### src/rtl/card_match_engine.sv
// Pair-matching engine for the memory card game: fetches two selected cards
// from the external card memory, compares them and tracks matched cards.
module card_match_engine #(
  parameter int NUM_CARDS   = 36,
  parameter int ADDR_W      = 6,
  parameter int VALUE_W     = 6,
  parameter int SHOW_CYCLES = 25000000,
  parameter int MATCH_MODE  = 0
) (
  input  logic                                 clock,
  input  logic                                 reset,
  input  logic                                 sel,
  input  logic [ADDR_W-1:0]                    sel_addr,
  output logic [ADDR_W-1:0]                    mem_raddr,
  input  logic [VALUE_W-1:0]                   mem_rdata,
  output logic                                 first_valid,
  output logic [ADDR_W-1:0]                    first_addr,
  output logic                                 second_valid,
  output logic [ADDR_W-1:0]                    second_addr,
  output logic                                 match_pulse,
  output logic                                 mismatch_pulse,
  output logic                                 reject_pulse,
  output logic [NUM_CARDS-1:0]                 matched,
  output logic [$clog2(NUM_CARDS/2+1)-1:0]     pairs_found,
  output logic                                 game_over,
  output logic                                 busy
);

  localparam int PF_W       = $clog2(NUM_CARDS / 2 + 1);
  localparam int CNT_W      = (SHOW_CYCLES > 1) ? $clog2(SHOW_CYCLES) : 1;
  localparam int ADDR_SPAN  = 2 ** ADDR_W;
  localparam logic [ADDR_W:0]     NUM_CARDS_W = (ADDR_W + 1)'(NUM_CARDS);
  localparam logic [PF_W-1:0]     ALL_PAIRS   = PF_W'(NUM_CARDS / 2);
  localparam logic [CNT_W-1:0]    SHOW_LOAD   = CNT_W'(SHOW_CYCLES - 1);
  // Mode 1 drops bit 0 so the pair id is the upper value bits.
  localparam logic [VALUE_W-1:0]  CMP_MASK    =
    (MATCH_MODE == 1) ? {{(VALUE_W - 1){1'b1}}, 1'b0} : {VALUE_W{1'b1}};

  if (NUM_CARDS % 2 != 0) begin : g_bad_num_cards
    $error("card_match_engine: NUM_CARDS must be even");
  end
  if (ADDR_SPAN < NUM_CARDS) begin : g_bad_addr_w
    $error("card_match_engine: ADDR_W too narrow for NUM_CARDS");
  end
  if (SHOW_CYCLES < 1) begin : g_bad_show
    $error("card_match_engine: SHOW_CYCLES must be >= 1");
  end

  typedef enum logic [2:0] {
    S_IDLE, S_RD1, S_LT1, S_WAIT2, S_RD2, S_LT2, S_SHOW, S_DONE
  } state_t;

  state_t               state;
  state_t               state_next;
  logic [VALUE_W-1:0]   first_val;
  logic [CNT_W-1:0]     show_cnt;
  logic                 sel_accept;
  logic                 sel_reject;
  logic                 addr_bad;
  logic                 values_equal;
  logic [PF_W-1:0]      pairs_next;
  logic [ADDR_SPAN-1:0] matched_ext;
  logic [NUM_CARDS-1:0] pair_mask;

  assign matched_ext  = ADDR_SPAN'(matched);
  assign addr_bad     = ({1'b0, sel_addr} >= NUM_CARDS_W) || matched_ext[sel_addr];
  assign values_equal = ((mem_rdata ^ first_val) & CMP_MASK) == '0;
  assign pairs_next   = pairs_found + PF_W'(1);
  assign pair_mask    = (NUM_CARDS'(1) << first_addr) | (NUM_CARDS'(1) << second_addr);

  always_ff @(posedge clock) begin
    if (reset) state <= S_IDLE;
    else       state <= state_next;
  end

  always_comb begin
    // NOTE: every signal gets a default before the case so no path infers a latch.
    state_next = state;
    sel_accept = 1'b0;
    sel_reject = 1'b0;
    busy       = 1'b1;
    case (state)
      S_IDLE: begin
        busy = 1'b0;
        if (sel) begin
          if (addr_bad) begin
            sel_reject = 1'b1;
          end else begin
            sel_accept = 1'b1;
            state_next = S_RD1;
          end
        end
      end
      S_RD1: state_next = S_LT1;
      S_LT1: state_next = S_WAIT2;
      S_WAIT2: begin
        busy = 1'b0;
        if (sel) begin
          if (addr_bad || (sel_addr == first_addr)) begin
            sel_reject = 1'b1;
          end else begin
            sel_accept = 1'b1;
            state_next = S_RD2;
          end
        end
      end
      S_RD2: state_next = S_LT2;
      S_LT2: begin
        if (!values_equal)               state_next = S_SHOW;
        else if (pairs_next == ALL_PAIRS) state_next = S_DONE;
        else                              state_next = S_IDLE;
      end
      S_SHOW: if (show_cnt == '0) state_next = S_IDLE;
      S_DONE: busy = 1'b0;
      default: state_next = S_IDLE;
    endcase
  end

  // NOTE: non-blocking assignments so every register samples pre-edge values.
  always_ff @(posedge clock) begin
    if (reset) begin
      // NOTE: the matched bitmap is ordinary flop state and is cleared with everything else.
      mem_raddr      <= '0;
      first_valid    <= 1'b0;
      first_addr     <= '0;
      second_valid   <= 1'b0;
      second_addr    <= '0;
      match_pulse    <= 1'b0;
      mismatch_pulse <= 1'b0;
      reject_pulse   <= 1'b0;
      matched        <= '0;
      pairs_found    <= '0;
      game_over      <= 1'b0;
      first_val      <= '0;
      show_cnt       <= '0;
    end else begin
      match_pulse    <= 1'b0;
      mismatch_pulse <= 1'b0;
      reject_pulse   <= sel_reject;

      if (sel_accept) begin
        mem_raddr <= sel_addr;
        if (state == S_IDLE) begin
          first_addr  <= sel_addr;
          first_valid <= 1'b1;
        end else begin
          second_addr  <= sel_addr;
          second_valid <= 1'b1;
        end
      end

      if (state == S_LT1) first_val <= mem_rdata;

      if (state == S_LT2) begin
        if (values_equal) begin
          matched      <= matched | pair_mask;
          pairs_found  <= pairs_next;
          match_pulse  <= 1'b1;
          first_valid  <= 1'b0;
          second_valid <= 1'b0;
          if (pairs_next == ALL_PAIRS) game_over <= 1'b1;
        end else begin
          mismatch_pulse <= 1'b1;
          show_cnt       <= SHOW_LOAD;
        end
      end

      if (state == S_SHOW) begin
        if (show_cnt == '0) begin
          first_valid  <= 1'b0;
          second_valid <= 1'b0;
        end else begin
          show_cnt <= show_cnt - CNT_W'(1);
        end
      end
    end
  end

endmodule

### config.mk
export PLATFORM = sky130hd
export DESIGN_NAME = card_match_engine
export DESIGN_NICKNAME = d
export VERILOG_FILES = /design/src/rtl/card_match_engine.sv
export SDC_FILE = /design/constraint.sdc
export NUM_CORES = 1
export LEC_CHECK = 0
export BUFFER_PORTS_ARGS = -buffer_cell sky130_fd_sc_hd__buf_2
export CORE_ASPECT_RATIO = 1.5
export CORE_MARGIN = 5
export CORE_UTILIZATION = 57
export CTS_BUF_LIST = sky130_fd_sc_hd__clkbuf_16
export DETAILED_ROUTE_END_ITERATION = 10
export HOLD_SLACK_MARGIN = 0.02
export PLACE_DENSITY_LB_ADDON = 0.08
export SKIP_LAST_GASP = 1
export SLEW_MARGIN = 20
export SYNTH_ARGS = -nofsm -noshare
export SYNTH_HDL_FRONTEND = slang
export SYNTH_SLANG_ARGS = --single-unit
### constraint.sdc
create_clock -name clock -period 2.4 [get_ports clock]
set_input_delay 0.24 -clock clock [delete_from_list [all_inputs] [get_ports clock]]
set_output_delay 0.24 -clock clock [all_outputs]
set_load 0.005 [all_outputs]
# Word level (Yosys, flattened, before mapping)

Cells that the tools add are included.

Bits of input ports: 15
Flip-flop bits (word level): 99
Output and inout bits: 66
Word-level logic and storage cells: 91

$add $sub $neg: 2
Bitwise operators: 5
Reduce and logical (&&, ||, !) cells: 13
Order comparisons: 2
Mux-type cells: 39
Equality and inequality tests: 14
Shift-type cells: 2

Operators with widths:

| operator                                                                      | number |
|---|---|
| 25-bit two-way mux                                                            | 4 |
| 36-bit bitwise OR                                                             | 2 |
| 1-bit by 6-bit left shift with 36-bit output (first input constant)           | 2 |
| 25-bit zero test                                                              | 1 |
| 25-bit by 1-bit subtractor with 25-bit output (second input constant)         | 1 |
| 1-bit two-way mux                                                             | 24 |
| 3-bit two-way mux                                                             | 7 |
| 3-bit case mux with 7 select lines                                            | 1 |
| 3-bit == test (second input constant)                                         | 4 |
| 2-bit != test (second input constant)                                         | 5 |
| 6-bit by 7-bit less-than comparator with 1-bit output (second input constant) | 1 |
| 7-bit nonzero test                                                            | 1 |
| 1-bit binary-select mux with 6-bit select                                     | 1 |
| 3-bit by 2-bit == test with 1-bit output (second input constant)              | 2 |
| 6-bit == test                                                                 | 1 |
| 6-bit >= comparator (second input constant)                                   | 1 |
| 6-bit zero test                                                               | 1 |
| 2-bit AND reduction                                                           | 3 |
| 6-bit AND reduction                                                           | 1 |
| 6-bit bitwise XOR                                                             | 1 |
| 5-bit by 1-bit adder with 5-bit output (second input constant)                | 1 |
| 5-bit == test (second input constant)                                         | 1 |
| 1-bit case mux with 2 select lines                                            | 2 |
| 3-bit by 1-bit == test with 1-bit output (second input constant)              | 1 |
| 6 further kinds                                                               | 8 |

# Longest topological paths before layout

Word-level depth: 12
Depth in mapped cells: 9

# Worst setup path after synthesis

OpenSTA, ideal clock, no wires.

Path type: register -> register
Start: reg show_cnt[10]
End: reg show_cnt[1]
Setup slack: 0.373 ns
Setup time: 0.122 ns
Arrival: 1.906 ns
Cell stages (with the launch flop): 7
Buffers on the path: 1
Clock period less this slack: 2.027 ns
Path through: dfxtp_1 > or3_4 > or3_4 > nor4_4 > nor2_2 > buf_2 > o311a_1

Word-level cells in the longest chain between the ends: 3

Ends and longest elaborated chain:

| element                | RTL line | RTL |
|---|---|---|
| from (decl)            | 56       | `logic [CNT_W-1:0] show_cnt;` |
| from (signal assigned) | 173      | `show_cnt <= show_cnt - CNT_W'(1);` |
| 25-bit zero test       | 169      | `if (show_cnt == '0) begin` |
| 25-bit two-way mux     | 169      |  |
| 25-bit two-way mux     | 168      | `if (state == S_SHOW) begin` |

Every way passes these cells.
A chain may end at the register's enable or synchronous reset.

# Worst setup path in the final report

Start: reg show_cnt[10]
End: reg show_cnt[2]

The elaborated chain is that of the path after synthesis.

==> impl_metrics.env <==
export IMPL_dieArea_um2=10800
export IMPL_ir_drop_uv=439
export IMPL_register_area_um2=1980
export IMPL_die_y_um=125
export IMPL_area_delta_synth_final_pct=18.0
export IMPL_fillers=699
export IMPL_arrival_ns=2.41
export IMPL_ff2ff_path_depth=6
export IMPL_setup_viol=0
export IMPL_synth_seq_cells=99
export IMPL_nNetsFinal=683
export IMPL_power_uw=4100
export IMPL_dpl_hpwl_mm=11.0
export IMPL_worstHoldStart="mem_rdata[5]"
export IMPL_crit_slowest_cell="or3_4"
export IMPL_crit_required_ns=2.64
export IMPL_finalCritPeriodShare=0.906
export IMPL_cts_sinks=99
export IMPL_yosys_area_share_simple=0.222
export IMPL_synthMuxAreaShare=0.0935
export IMPL_coreArea_um2=8460
export IMPL_cap_violations=0
export IMPL_ys_flop_type="dfxtp_1"
export IMPL_gp_congestion=1.01
export IMPL_synth_compound_area_share=0.207
export IMPL_antenna_found_initial=0
export IMPL_holdPathStages=3
export IMPL_cts_hold_buffers=0
export IMPL_wire_per_inst_um=19.0
export IMPL_final_cell_mix="dfxtp_1 (99), buf_2 (80), nor2_1 (72)"
export IMPL_slew_viol_final=0
export IMPL_finalSetupTns_ns=0
export IMPL_path_cells="or3_4, or3_4, nor4_4, o21ai_1, o21a_1, o21a_1"
export IMPL_reg2reg_to="show_cnt[2]$_SDFF_PP0_"
export IMPL_critical_path_top_delay_family="simple AND/OR/NAND/NOR gates"
export IMPL_critPathKind="flop to flop"
export IMPL_finalCriticalPeriod_ns=2.17
export IMPL_status="completed"
export IMPL_drc=0
export IMPL_holdPathEnd="first_val[5]$_SDFFE_PP0P_"
export IMPL_report_final_hold_viol_count=0
export IMPL_drive_gt1_frac=0.219
export IMPL_power_density_nw_per_um2=695
export IMPL_antenna_left=0
export IMPL_path_buf_inv=0
export IMPL_p_leak_uw=0.00237
export IMPL_fin_util=0.696
export IMPL_multi_input_area_um2=2820
export IMPL_start_kind="flop"
export IMPL_htree_levels=3
export IMPL_slew_headroom=0.485
export IMPL_syn_avg_cell_area_um2=8.53
export IMPL_clkTransAtPathRegs_ns=0.07
export IMPL_synthArstFlopShare=0
export IMPL_dp_cells=761
export IMPL_num_vias=4803
export IMPL_num_antenna_cells=0
export IMPL_portBuffers=80
export IMPL_root_buffer="clkbuf_16"
export IMPL_avgViaCountPerCell=6.18
export IMPL_clk_latency_ns=0.35
export IMPL_cts_buffers=9
export IMPL_synthCells=585
export IMPL_place_area_um2=5590
export IMPL_post_layout_nonfiller_instances=777
export IMPL_skew_ns=0.00899
export IMPL_syn_cell_area_um2=4990
export IMPL_ys_types=64
export IMPL_synthXorXnorAreaFrac=0.0316
export IMPL_cpPeakStageDelay_ns=0.42
export IMPL_end_kind="flop"
export IMPL_grt_pass1_vias=4673
export IMPL_cts_tree="built"
export IMPL_drt_first_iter_violations=250
export IMPL_final_area_um2=5890
export IMPL_overflow=0
export IMPL_grt_max_degree=74
export IMPL_reg2reg_from="show_cnt[10]$_SDFF_PP0_"
export IMPL_ys_warn_count=0
export IMPL_synth_nets=603
export IMPL_hp_class="primary input to flop"
export IMPL_cts_max_path_buffers=2
export IMPL_worstMarginPinSlew_ns=0.772
export IMPL_initial_core_util=0.590
export IMPL_die_x_um=86.4
export IMPL_synth_top_family_by_area="simple AND/OR/NAND/NOR gates"
export IMPL_ios=81
export IMPL_first_pass_iters=5
export IMPL_synth_edf_count=0
export IMPL_grt_pass1_wl_mm=23.7
export IMPL_gr_usage_all_layers=0.276
export IMPL_critPathMaxFanout=7
export IMPL_synthAdderAreaFrac=0.00752
export IMPL_r2r_slack_ns=0.23
export IMPL_detail_route_wirelength_mm=14.8
export IMPL_rsz0062_at_grt="no"
export IMPL_max_freq_mhz=460
export IMPL_yosysSeqAreaShare=0.397
export IMPL_final_common_cell="dfxtp_1"
export IMPL_num_rows=41
## cells by family (layout without fill, tap and decap cells)
group	count (synthesis)	after routing
compound gates	158	158
xor+xnor	18	18
fa+ha+maj	3	3
buf+inv	49	134
flops	99	99
mux	37	37
simple gates	221	221
## worst register-to-register path, delay by kind of cell, from the launching register on
family             cells  cell delay [ns]
and+or+nand+nor        3             1.08
DFF                    1             0.35
AOI/OAI and AO/OA      3             0.64
## worst max path at each step
stage,depth (start not counted),slack [ns],start,to
after global routing,5,0.08,show_cnt[10]$_SDFF_PP0_,show_cnt[9]$_SDFF_PP0_
after CTS,8,0.18,show_cnt[0]$_SDFF_PP0_,show_cnt[9]$_SDFF_PP0_
after floorplan,6,0.37,show_cnt[10]$_SDFF_PP0_,show_cnt[1]$_SDFF_PP0_
final,6,0.23,show_cnt[10]$_SDFF_PP0_,show_cnt[2]$_SDFF_PP0_
after detailed placement,7,0.03,sel_addr[0],second_addr[3]$_SDFFE_PP0P_
after global placement,7,0.12,sel_addr[0],second_addr[0]$_SDFFE_PP0P_
## metrics by stage
step | hold WS, ns | setup WS (ns)
after CTS | 0.162 | 0.181
after global placement | 0.445 | 0.119
after detailed placement | 0.451 | 0.0338
after floorplan | 0.387 | 0.373
final | 0.163 | 0.226
after global routing | 0.196 | 0.0827
## routing by layer
metal  vias to the layer above  track usage  part of all wire
met2                       177        0.512              0.55
met4                         0        0.165             0.054
met5                         -            0                 0
li1                       2292            -                 -
met3                        58       0.0338             0.050
met1                      2276        0.282              0.35
## layout make-up
type,count,area share
clock inverter,7,0.0104
clock buffer,9,0.0382
inverter,15,0.00956
multi-input combinational,437,0.479
tap,107,0.0227
timing repair buffer,103,0.104
sequential,99,0.336
## power breakdown
part / leakage, µW / switching [µW] / total (µW) / internal (µW)
clock: 0.000141 / 621 / 1420 / 795
combinational: 0.00143 / 484 / 843 / 359
sequential: 0.000799 / 112 / 1840 / 1720
total: 0.00237 / 1220 / 4100 / 2880
## Yosys cell counts, drive strengths merged (2+ instances only)
library cell  number  area share
buf               13       0.015
o211ai             5      0.0075
nand2b            16       0.020
and2               2      0.0025
or2                3      0.0038
nor3b              3      0.0045
dfxtp             99        0.40
mux2i             26       0.052
o2111ai            2      0.0048
nand2             53       0.041
nor4               6       0.012
xnor2             13       0.023
mux2               4      0.0090
a31oi              5      0.0063
nand3             14       0.014
a211oi            10       0.015
nand4              6      0.0075
nand4b             2      0.0035
o22ai             31       0.039
and3b              3      0.0053
o32ai              6       0.011
xor2               5      0.0088
a31o               3      0.0053
a311oi             5      0.0088
o311a              4      0.0080
inv               15       0.011
nor2b              8       0.010
nand3b             7       0.011
nor3              15       0.016
nor2              73       0.055
o21a               8       0.012
o21ai             11       0.011
or3                8       0.012
ha                 3      0.0075
a21oi             57       0.058
clkbuf            21       0.016
mux4               7       0.032
## what timing repair did
item | 4_1_cts | 5_1_grt
resized for setup | 0 | 3
endpoints found under the setup margin | 0 | 5
setup buffers | 0 | 0
## state kept, by name, indices dropped and copies added, names as in the netlist
signal	flops
first_addr	6
show_cnt	25
game_over	1
matched	36
pairs_found	5
mem_raddr	6
reject_pulse	1
match_pulse	1
second_valid	1
state	3
second_addr	6
mismatch_pulse	1
first_val	6
first_valid	1
Note: power is estimated with default switching activity, not from simulation.
